**config.mk**
```make
export PLATFORM = sky130hd
export DESIGN_NAME = im_compression_ctrl
export DESIGN_NICKNAME = d
export VERILOG_FILES = /design/src/rtl/im_compression_ctrl.sv
export SDC_FILE = /design/constraint.sdc
export NUM_CORES = 1
export LEC_CHECK = 0
export ABC_AREA = 0
export CAP_MARGIN = 20
export CORE_ASPECT_RATIO = 1.5
export CORE_MARGIN = 4
export CORE_UTILIZATION = 45
export CTS_BUF_LIST = sky130_fd_sc_hd__clkbuf_16
export CTS_CLUSTER_SIZE = 16
export DETAILED_ROUTE_END_ITERATION = 8
export GPL_TIMING_DRIVEN = 0
export PLACE_DENSITY = 0.67
export SLEW_MARGIN = 0
export SYNTH_ARGS = -nofsm -noshare
export SYNTH_HDL_FRONTEND = slang
export SYNTH_SLANG_ARGS = --single-unit
```
**constraint.sdc**
```tcl
create_clock -name iclk -period 2.34 [get_ports iclk]
set_input_delay 0.351 -clock iclk [delete_from_list [all_inputs] [get_ports iclk]]
set_output_delay 0.351 -clock iclk [all_outputs]
set_load 0.005 [all_outputs]
```
**src/rtl/im_compression_ctrl.sv**
```systemverilog
// Frame scheduler: walks output tiles row-major, issues one engine job per tile.
// Optional engine-done watchdog enabled by defining IM_COMPRESSION_CTRL_TIMEOUT_EN.
//
// state   | meaning
// IDLE    | waiting for iframe_ready, counters cleared
// ISSUE   | start pulse for current tile unless ihold
// WAIT    | engine running, waiting for iwork_done
// ADVANCE | step tile counters and pointers
// DONE    | frame complete pulse
module im_compression_ctrl #(
  parameter int pIN_IM_WIDTH   = 640,
  parameter int pIN_IM_HEIGHT  = 480,
  parameter int pOUT_IM_WIDTH  = 160,
  parameter int pOUT_IM_HEIGHT = 120,
  parameter int pAREA_WIDTH    = 4,
  parameter int pAREA_HEIGHT   = 4,
  parameter int pTIMEOUT       = 64
) (
  input  logic iclk,
  input  logic irst,
  input  logic iframe_ready,
  input  logic ihold,
  input  logic iwork_done,
  output logic ostart_work,
  output logic [$clog2(pIN_IM_WIDTH*pIN_IM_HEIGHT)-1:0]   odata_start_ptr,
  output logic [$clog2(pOUT_IM_WIDTH*pOUT_IM_HEIGHT)-1:0] owr_addr,
  output logic oframe_busy,
  output logic oframe_done,
  output logic oframe_overrun,
  output logic otimeout
);

  localparam int PTR_W  = $clog2(pIN_IM_WIDTH*pIN_IM_HEIGHT);
  localparam int ADDR_W = $clog2(pOUT_IM_WIDTH*pOUT_IM_HEIGHT);
  localparam int TX_W   = (pOUT_IM_WIDTH  > 1) ? $clog2(pOUT_IM_WIDTH)  : 1;
  localparam int TY_W   = (pOUT_IM_HEIGHT > 1) ? $clog2(pOUT_IM_HEIGHT) : 1;

  localparam logic [PTR_W-1:0] ROW_STEP = PTR_W'(pAREA_HEIGHT*pIN_IM_WIDTH);
  localparam logic [PTR_W-1:0] COL_STEP = PTR_W'(pAREA_WIDTH);
  localparam logic [TX_W-1:0]  TX_LAST  = TX_W'(pOUT_IM_WIDTH-1);
  localparam logic [TY_W-1:0]  TY_LAST  = TY_W'(pOUT_IM_HEIGHT-1);

  localparam logic [2:0] ST_IDLE    = 3'd0;
  localparam logic [2:0] ST_ISSUE   = 3'd1;
  localparam logic [2:0] ST_WAIT    = 3'd2;
  localparam logic [2:0] ST_ADVANCE = 3'd3;
  localparam logic [2:0] ST_DONE    = 3'd4;

  logic [2:0]       state;
  logic [2:0]       state_nxt;
  logic [TX_W-1:0]  tx;
  logic [TY_W-1:0]  ty;
  logic [PTR_W-1:0] row_base;
  logic             last_tile;
  logic             to_hit;

  assign last_tile = (tx == TX_LAST) && (ty == TY_LAST);

`ifdef IM_COMPRESSION_CTRL_TIMEOUT_EN
  localparam int TO_W = $clog2(pTIMEOUT+1);
  logic [TO_W-1:0] wait_cnt;

  // Down-counter loaded as the job is issued; terminal count ends the wait.
  always_ff @(posedge iclk) begin
    if (!irst) begin
      wait_cnt <= '0;
    end else if ((state == ST_ISSUE) && !ihold) begin
      wait_cnt <= TO_W'(pTIMEOUT-1);
    end else if ((state == ST_WAIT) && (wait_cnt != '0)) begin
      wait_cnt <= wait_cnt - 1'b1;
    end
  end

  assign to_hit   = (state == ST_WAIT) && !iwork_done && (wait_cnt == '0);
  assign otimeout = to_hit;
`else
  assign to_hit   = 1'b0;
  assign otimeout = 1'b0;
`endif

  always_comb begin
    state_nxt = state;
    case (state)
      ST_IDLE:    if (iframe_ready) state_nxt = ST_ISSUE;
      ST_ISSUE:   if (!ihold) state_nxt = ST_WAIT;
      ST_WAIT:    if (iwork_done || to_hit) state_nxt = ST_ADVANCE;
      ST_ADVANCE: state_nxt = last_tile ? ST_DONE : ST_ISSUE;
      ST_DONE:    state_nxt = ST_IDLE;
      default:    state_nxt = ST_IDLE;
    endcase
  end

  always_ff @(posedge iclk) begin
    if (!irst) begin
      state           <= ST_IDLE;
      tx              <= '0;
      ty              <= '0;
      row_base        <= '0;
      odata_start_ptr <= '0;
      owr_addr        <= '0;
      oframe_overrun  <= 1'b0;
    end else begin
      state          <= state_nxt;
      oframe_overrun <= iframe_ready && (state != ST_IDLE);
      case (state)
        // Clearing in DONE means pointers already read 0 on the first IDLE cycle.
        ST_IDLE, ST_DONE: begin
          tx              <= '0;
          ty              <= '0;
          row_base        <= '0;
          odata_start_ptr <= '0;
          owr_addr        <= '0;
        end
        ST_ADVANCE: begin
          if (tx == TX_LAST) begin
            if (ty != TY_LAST) begin
              tx              <= '0;
              ty              <= ty + 1'b1;
              row_base        <= row_base + ROW_STEP;
              odata_start_ptr <= row_base + ROW_STEP;
              owr_addr        <= owr_addr + 1'b1;
            end
          end else begin
            tx              <= tx + 1'b1;
            odata_start_ptr <= odata_start_ptr + COL_STEP;
            owr_addr        <= owr_addr + 1'b1;
          end
        end
        default: ;
      endcase
    end
  end

  assign ostart_work = (state == ST_ISSUE) && !ihold;
  assign oframe_busy = (state != ST_IDLE);
  assign oframe_done = (state == ST_DONE);

endmodule

```
* Word-level counts from Yosys, hierarchy flattened
Cells that the tools add are included.
** Cells by class
- $add $sub $neg :: 5
- Equal/unequal tests :: 13
- Muxes and demuxes :: 19
- Reduce and logical (&&, ||, !) cells :: 11
** Operator list (count)
- 19-bit case mux with 2 select lines :: 2
- 19-bit two-way mux :: 3
- 15-bit two-way mux :: 2
- 15-bit case mux with 2 select lines :: 1
- 19-bit by 12-bit adder with 19-bit output (second input constant) :: 1
- 19-bit by 3-bit adder with 19-bit output (second input constant) :: 1
- 8-bit two-way mux :: 2
- 8-bit case mux with 2 select lines :: 1
- 15-bit by 1-bit adder with 15-bit output (second input constant) :: 1
- 7-bit two-way mux :: 2
- 7-bit case mux with 2 select lines :: 1
- 3-bit two-way mux :: 4
- 3-bit case mux with 4 select lines :: 1
- 2-bit inequality test (second input constant) :: 5
- 8-bit by 1-bit adder with 8-bit output (second input constant) :: 1
- 8-bit == test (second input constant) :: 1
- 7-bit by 1-bit adder with 7-bit output (second input constant) :: 1
- 7-bit == test (second input constant) :: 1
- 7-bit inequality test (second input constant) :: 1
- 3-bit by 2-bit == test with 1-bit output (second input constant) :: 2
- 3-bit AND reduction :: 2
- 3-bit by 1-bit == test with 1-bit output (second input constant) :: 1
- 3-bit == test (second input constant) :: 1
- 1-bit logical AND :: 3
- 7 further kinds :: 7
** Word-level totals
- Register bits after elaboration :: 72
- Input bits :: 5
- Output and inout bits :: 39

* Depth between registers and ports, before layout
- Depth in word-level cells :: 4
- Gate-level depth with buffers :: 8
- Depth with buffers taken out :: 6

* Worst setup path before layout
OpenSTA, ideal clock, no wires.
- Kind :: register -> register
- From :: reg tx[0]
- To :: reg owr_addr[14]
- Library setup time :: 0.128 ns
- Data arrival time :: 1.663 ns
- Data required time :: 2.212 ns
- Path slack :: 0.549 ns
- Stages on the path, launching flop included :: 9
- Path buffers :: 2
- Clock period less this slack :: 1.791 ns
- Path through :: dfxtp_1 -> ha_1 -> and4bb_2 -> and4_4 -> buf_6 -> buf_12 -> nor4_4 -> xnor2_1 -> nor2_1
** Between the ends
- Longest elaborated chain between the ends :: 3
- Elaborated cells between the ends (all ways) :: 5
- Those cells by class :: 2 x eq/ne; 2 x mux; 1 x reduce/logical
** RTL lines
- from (decl) :: RTL line 51 : logic [TX_W-1:0] tx;
- from (signal assigned) :: RTL line 124 : tx <= tx + 1'b1;
- 8-bit == test * :: RTL line 115 : if (tx == TX_LAST) begin
- 15-bit two-way mux / 3-bit inequality test (equally long branches)
- 15-bit case mux with 2 select lines / 2-bit AND reduction (equally long branches)
- to (signal assigned) :: RTL line 121 : owr_addr <= owr_addr + 1'b1;
- to (signal assigned) :: RTL line 126 : owr_addr <= owr_addr + 1'b1;
- to (decl) :: RTL line 26 : output logic [$clog2(pOUT_IM_WIDTH*pOUT_IM_HEIGHT)-1:0] owr_addr,
Every way passes the cells marked *; elsewhere a longest branch is shown, timed or not.
A chain may end at the register's enable or synchronous reset.

* Final worst setup path
- From :: reg state[1]
- To :: out oframe_done
** Between the ends
- Longest elaborated chain between the ends :: 1
** RTL lines
- from (decl) :: RTL line 49 : logic [2:0] state;
- from (signal assigned) :: RTL line 103 : state <= state_nxt;
- 3-bit == test :: RTL line 136 : assign oframe_done = (state == ST_DONE);
- to (decl) :: RTL line 28 : output logic oframe_done,
No other way between the ends.

==> impl_metrics.csv <==
group,metric,value,unit
clock_tree,insertion_delay,0.33,ns
yosys,avgSynthCellArea,8.69,um2
timing,setup_tns,0,ns
yosys,synthArstFlopShare,0,%
worst_setup_path,reg2reg_to,"odata_start_ptr[10]",
timing,worst_slew_pin_slew,0.662,ns
timing,period_share,95.5,%
worst_setup_path,required,1.99,ns
power_and_ir_drop,sw_frac_of_total,25.6,%
timing,setup_slack,0.105,ns
floorplan,die_h,115,um
worst_hold_path,hp-start,"tx[7]",
worst_setup_path,rr_worst_depth,6,
worst_setup_path,crit_path_end,"oframe_done",
floorplan,core_area,7370,um2
grt,grt_pass1_wl,15600,um
worst_setup_path,critical_path_class,"flip-flop to primary output",
timing,slew_headroom,55.9,%
worst_setup_path,worstSetupEndpointType,"primary output",
grt,antenna_found_initial,0,
yosys,netlist-cell-type-count,63,
timing,hold_viol,0,
placed_design,hpwl,6880,um
placed_design,gp_congestion,0.869,
detailed_routing,drc,0,
timing,period_needed,2.24,ns
layout,final_cell_mix,"dfxtp_1, nor2_1, clkdlybuf4s50_1",
run_status,status,"finished, final reports clean",
detailed_routing,routed_wl,9570,um
floorplan,die-area,9180,um2
power_and_ir_drop,power_frac_comb,9.2,%
layout,multi_input_area,2030,um2
clock_tree,cts_root_buf,"clkbuf_16",
clock_tree,postCtsSetupBuffers,0,
yosys,yosys_warnings,0,
power_and_ir_drop,intPower,1830,uW
yosys,synth_compound_area_share,17.8,%
clock_tree,htree_levels,3,
grt,grtUsageTotal,21.8,%
yosys,synth_top_flop_cell,"dfxtp_1",
layout,fin_nets,461,
layout,area_growth,23.4,%
yosys,synth_xor_xnor_area_share,8.10,%
detailed_routing,via_per_inst,5.92,
timing,rsz0062_at_grt,"no",
worst_setup_path,cp.arrival,1.88,ns
clock_tree,cts_made_buffers,9,
floorplan,num_rows,38,
worst_setup_path,crit_start,"state[1]",
timing,hold_ws,0.461,ns
yosys,synthesis.area,3460,um2
yosys,synthAdderAreaFrac,1.81,%
placed_design,place_ws,0.0970,ns
detailed_routing,num_vias,3289,
grt,grt_use_met2,40.2,%
grt,grt_overflow,0,
power_and_ir_drop,ir_drop,466,uV
clock_tree,path_clk_slew,0.05,ns
worst_setup_path,startpoint_type,"flip-flop",
clock_tree,cts_buffer_depth,2,
placed_design,port-buffer-count,42,
layout,mostFrequentLayoutCell,"dfxtp_1",
worst_hold_path,worst_hold_path_type,"flip-flop to flip-flop",
yosys,synth_edf_count,0,
clock_tree,cts_sinks,62,
detailed_routing,initialDrtViolationCount,172,
power_and_ir_drop,p_sw,630,uW
timing,setup_violations,0,
grt,met1_usage,23.8,%
grt,grt.met3_usage,3.84,%
grt,grt_pass1_vias,3110,
grt,grt_busiest_layer,"met2",
layout,insertedDiodeCount,0,
job,cap_violations,0,
floorplan,io_pins,44,
yosys,synthCells,398,
yosys,yosysSeqAreaShare,35.9,%
detailed_routing,drtPass1Iterations,4,
timing,fmax,0.447,GHz
grt,grt_max_degree,11,
yosys,synth_fp_nets,408,
yosys,synth_top_family_by_area,"simple AND/OR/NAND/NOR gates",
yosys,synthMuxAreaShare,1.16,%
power_and_ir_drop,p_leak,0.00143,uW
worst_setup_path,crit_fanout,10,
power_and_ir_drop,seqPwrFrac,43.6,%
timing,clock_skew,0.00720,ns
floorplan,start_util,46.9,%
power_and_ir_drop,clkPwrFrac,47.2,%
yosys,synth_seq_cells,62,
yosys,synth-simple-area-share,29.4,%
layout,register_area,1240,um2
detailed_routing,ant_nets,0,
clock_tree,cts_tree,"yes",
detailed_routing,drt-wirelength-per-cell,17.2,um
worst_setup_path,reg2reg_from,"tx[0]",
layout,drive_gt1_share,11.6,%
worst_setup_path,r2r_slack,0.21,ns
power_and_ir_drop,power.density,577,nW/um2
layout,fillerInstances,708,
timing,drv_slew,0,
floorplan,die_x,79.6,um
-- worst max-delay path, stage by stage (launching register included) --
cell	delay, ns
dfxtp_1	0.33
buf_6	0.14
nor2_1	0.39
and2_1	0.20
clkdlybuf4s50_1	0.49
-- synth_stat cells (3+ instances only) --
cell       number  area [um2]
and3_1          8        50.1
mux2i_1         4        40.0
nor4b_1         3        26.3
xnor2_1        23         201
a21oi_1        21         105
buf_2           4        20.0
nand4_1        15        93.8
a22oi_1         6        45.0
o211ai_1        3        22.5
nor2b_1         3        18.8
nand2_1        32         120
a311oi_1        3        26.3
and2_1          6        37.5
xor2_1          9        78.8
nor4_4          5         106
nor3_1          9        45.0
nor2_1         48         180
buf_4           5        37.5
a31oi_1         3        18.8
inv_1           4        15.0
o21a_1          3        22.5
ha_1            5        62.6
a211oi_1        7        52.6
buf_6           6        67.6
nor4_1          6        37.5
clkbuf_1        9        33.8
dfxtp_1        62        1240
o21ai_0        15        75.1
o2111ai_1       4        35.0
nand3_1        19        95.1
and4_1          7        61.3
-- layout make-up --
cell class | instances | area share (%)
plain buffers | 26 | 4.31
well taps | 100 | 2.93
inverters | 4 | 0.352
flip-flops and latches | 62 | 29.1
multi-input cells | 306 | 47.4
repair buffers | 42 | 9.84
clock inverters | 7 | 0.791
clock buffers | 9 | 5.27
-- cell families (layout without fill, tap and decap cells) --
kind of cell / count (synthesis) / after routing
and+or+nand+nor: 177 / 177
AOI/OAI and AO/OA: 87 / 87
DFF: 62 / 62
xor gates and xnor gates: 32 / 32
buffers and inverters: 30 / 88
adders and majority gates: 5 / 5
muxes: 4 / 4
other: 1 / 1
-- sequential cells by signal, indices dropped and copies added (netlist names) --
signal           flops
odata_start_ptr     18
owr_addr            15
row_base            10
tx                   8
ty                   7
state                3
oframe_overrun       1
-- routing by layer --
layer / up-vias / wire length [um]
met5: - / 0
met1: 1607 / 3830
met2: 91 / 5100
met4: 0 / 248
li1: 1570 / -
met3: 21 / 389
-- worst min-delay path by stage --
stage               endpoint  slack [ns]  cells after the start
floorplan              tx[7]        0.42                      1
global placement       tx[7]        0.44                      1
detailed placement     tx[7]        0.45                      1
CTS                    tx[7]        0.46                      1
global route           tx[7]        0.50                      1
finish                 tx[7]        0.46                      1
-- metrics by stage --
stage	std cells	cell area (um2)	util [%]	power, uW
5_1_grt	556	4270	57.9	2540
3_5_place_dp	540	4010	54.3	1320
6_report	556	4270	57.9	2460
3_3_place_gp	540	4010	54.3	1320
4_1_cts	556	4260	57.9	2480
2_1_floorplan	398	3460	-	1240
-- power groups by stage --
stage               registers [uW]  clock network (uW)  logic (uW)
floorplan                     1090                   0         146
global placement              1090                   0         223
detailed placement            1100                   0         226
CTS                           1070                1180         227
global route                  1070                1220         245
finish                        1070                1160         228
-- repair_timing --
item                                    4_1_cts  5_1_grt
endpoints found under the setup margin        0        1
resized for setup                             0        2
hold buffers                                  0        0
Power figures use the tool's default switching activity.
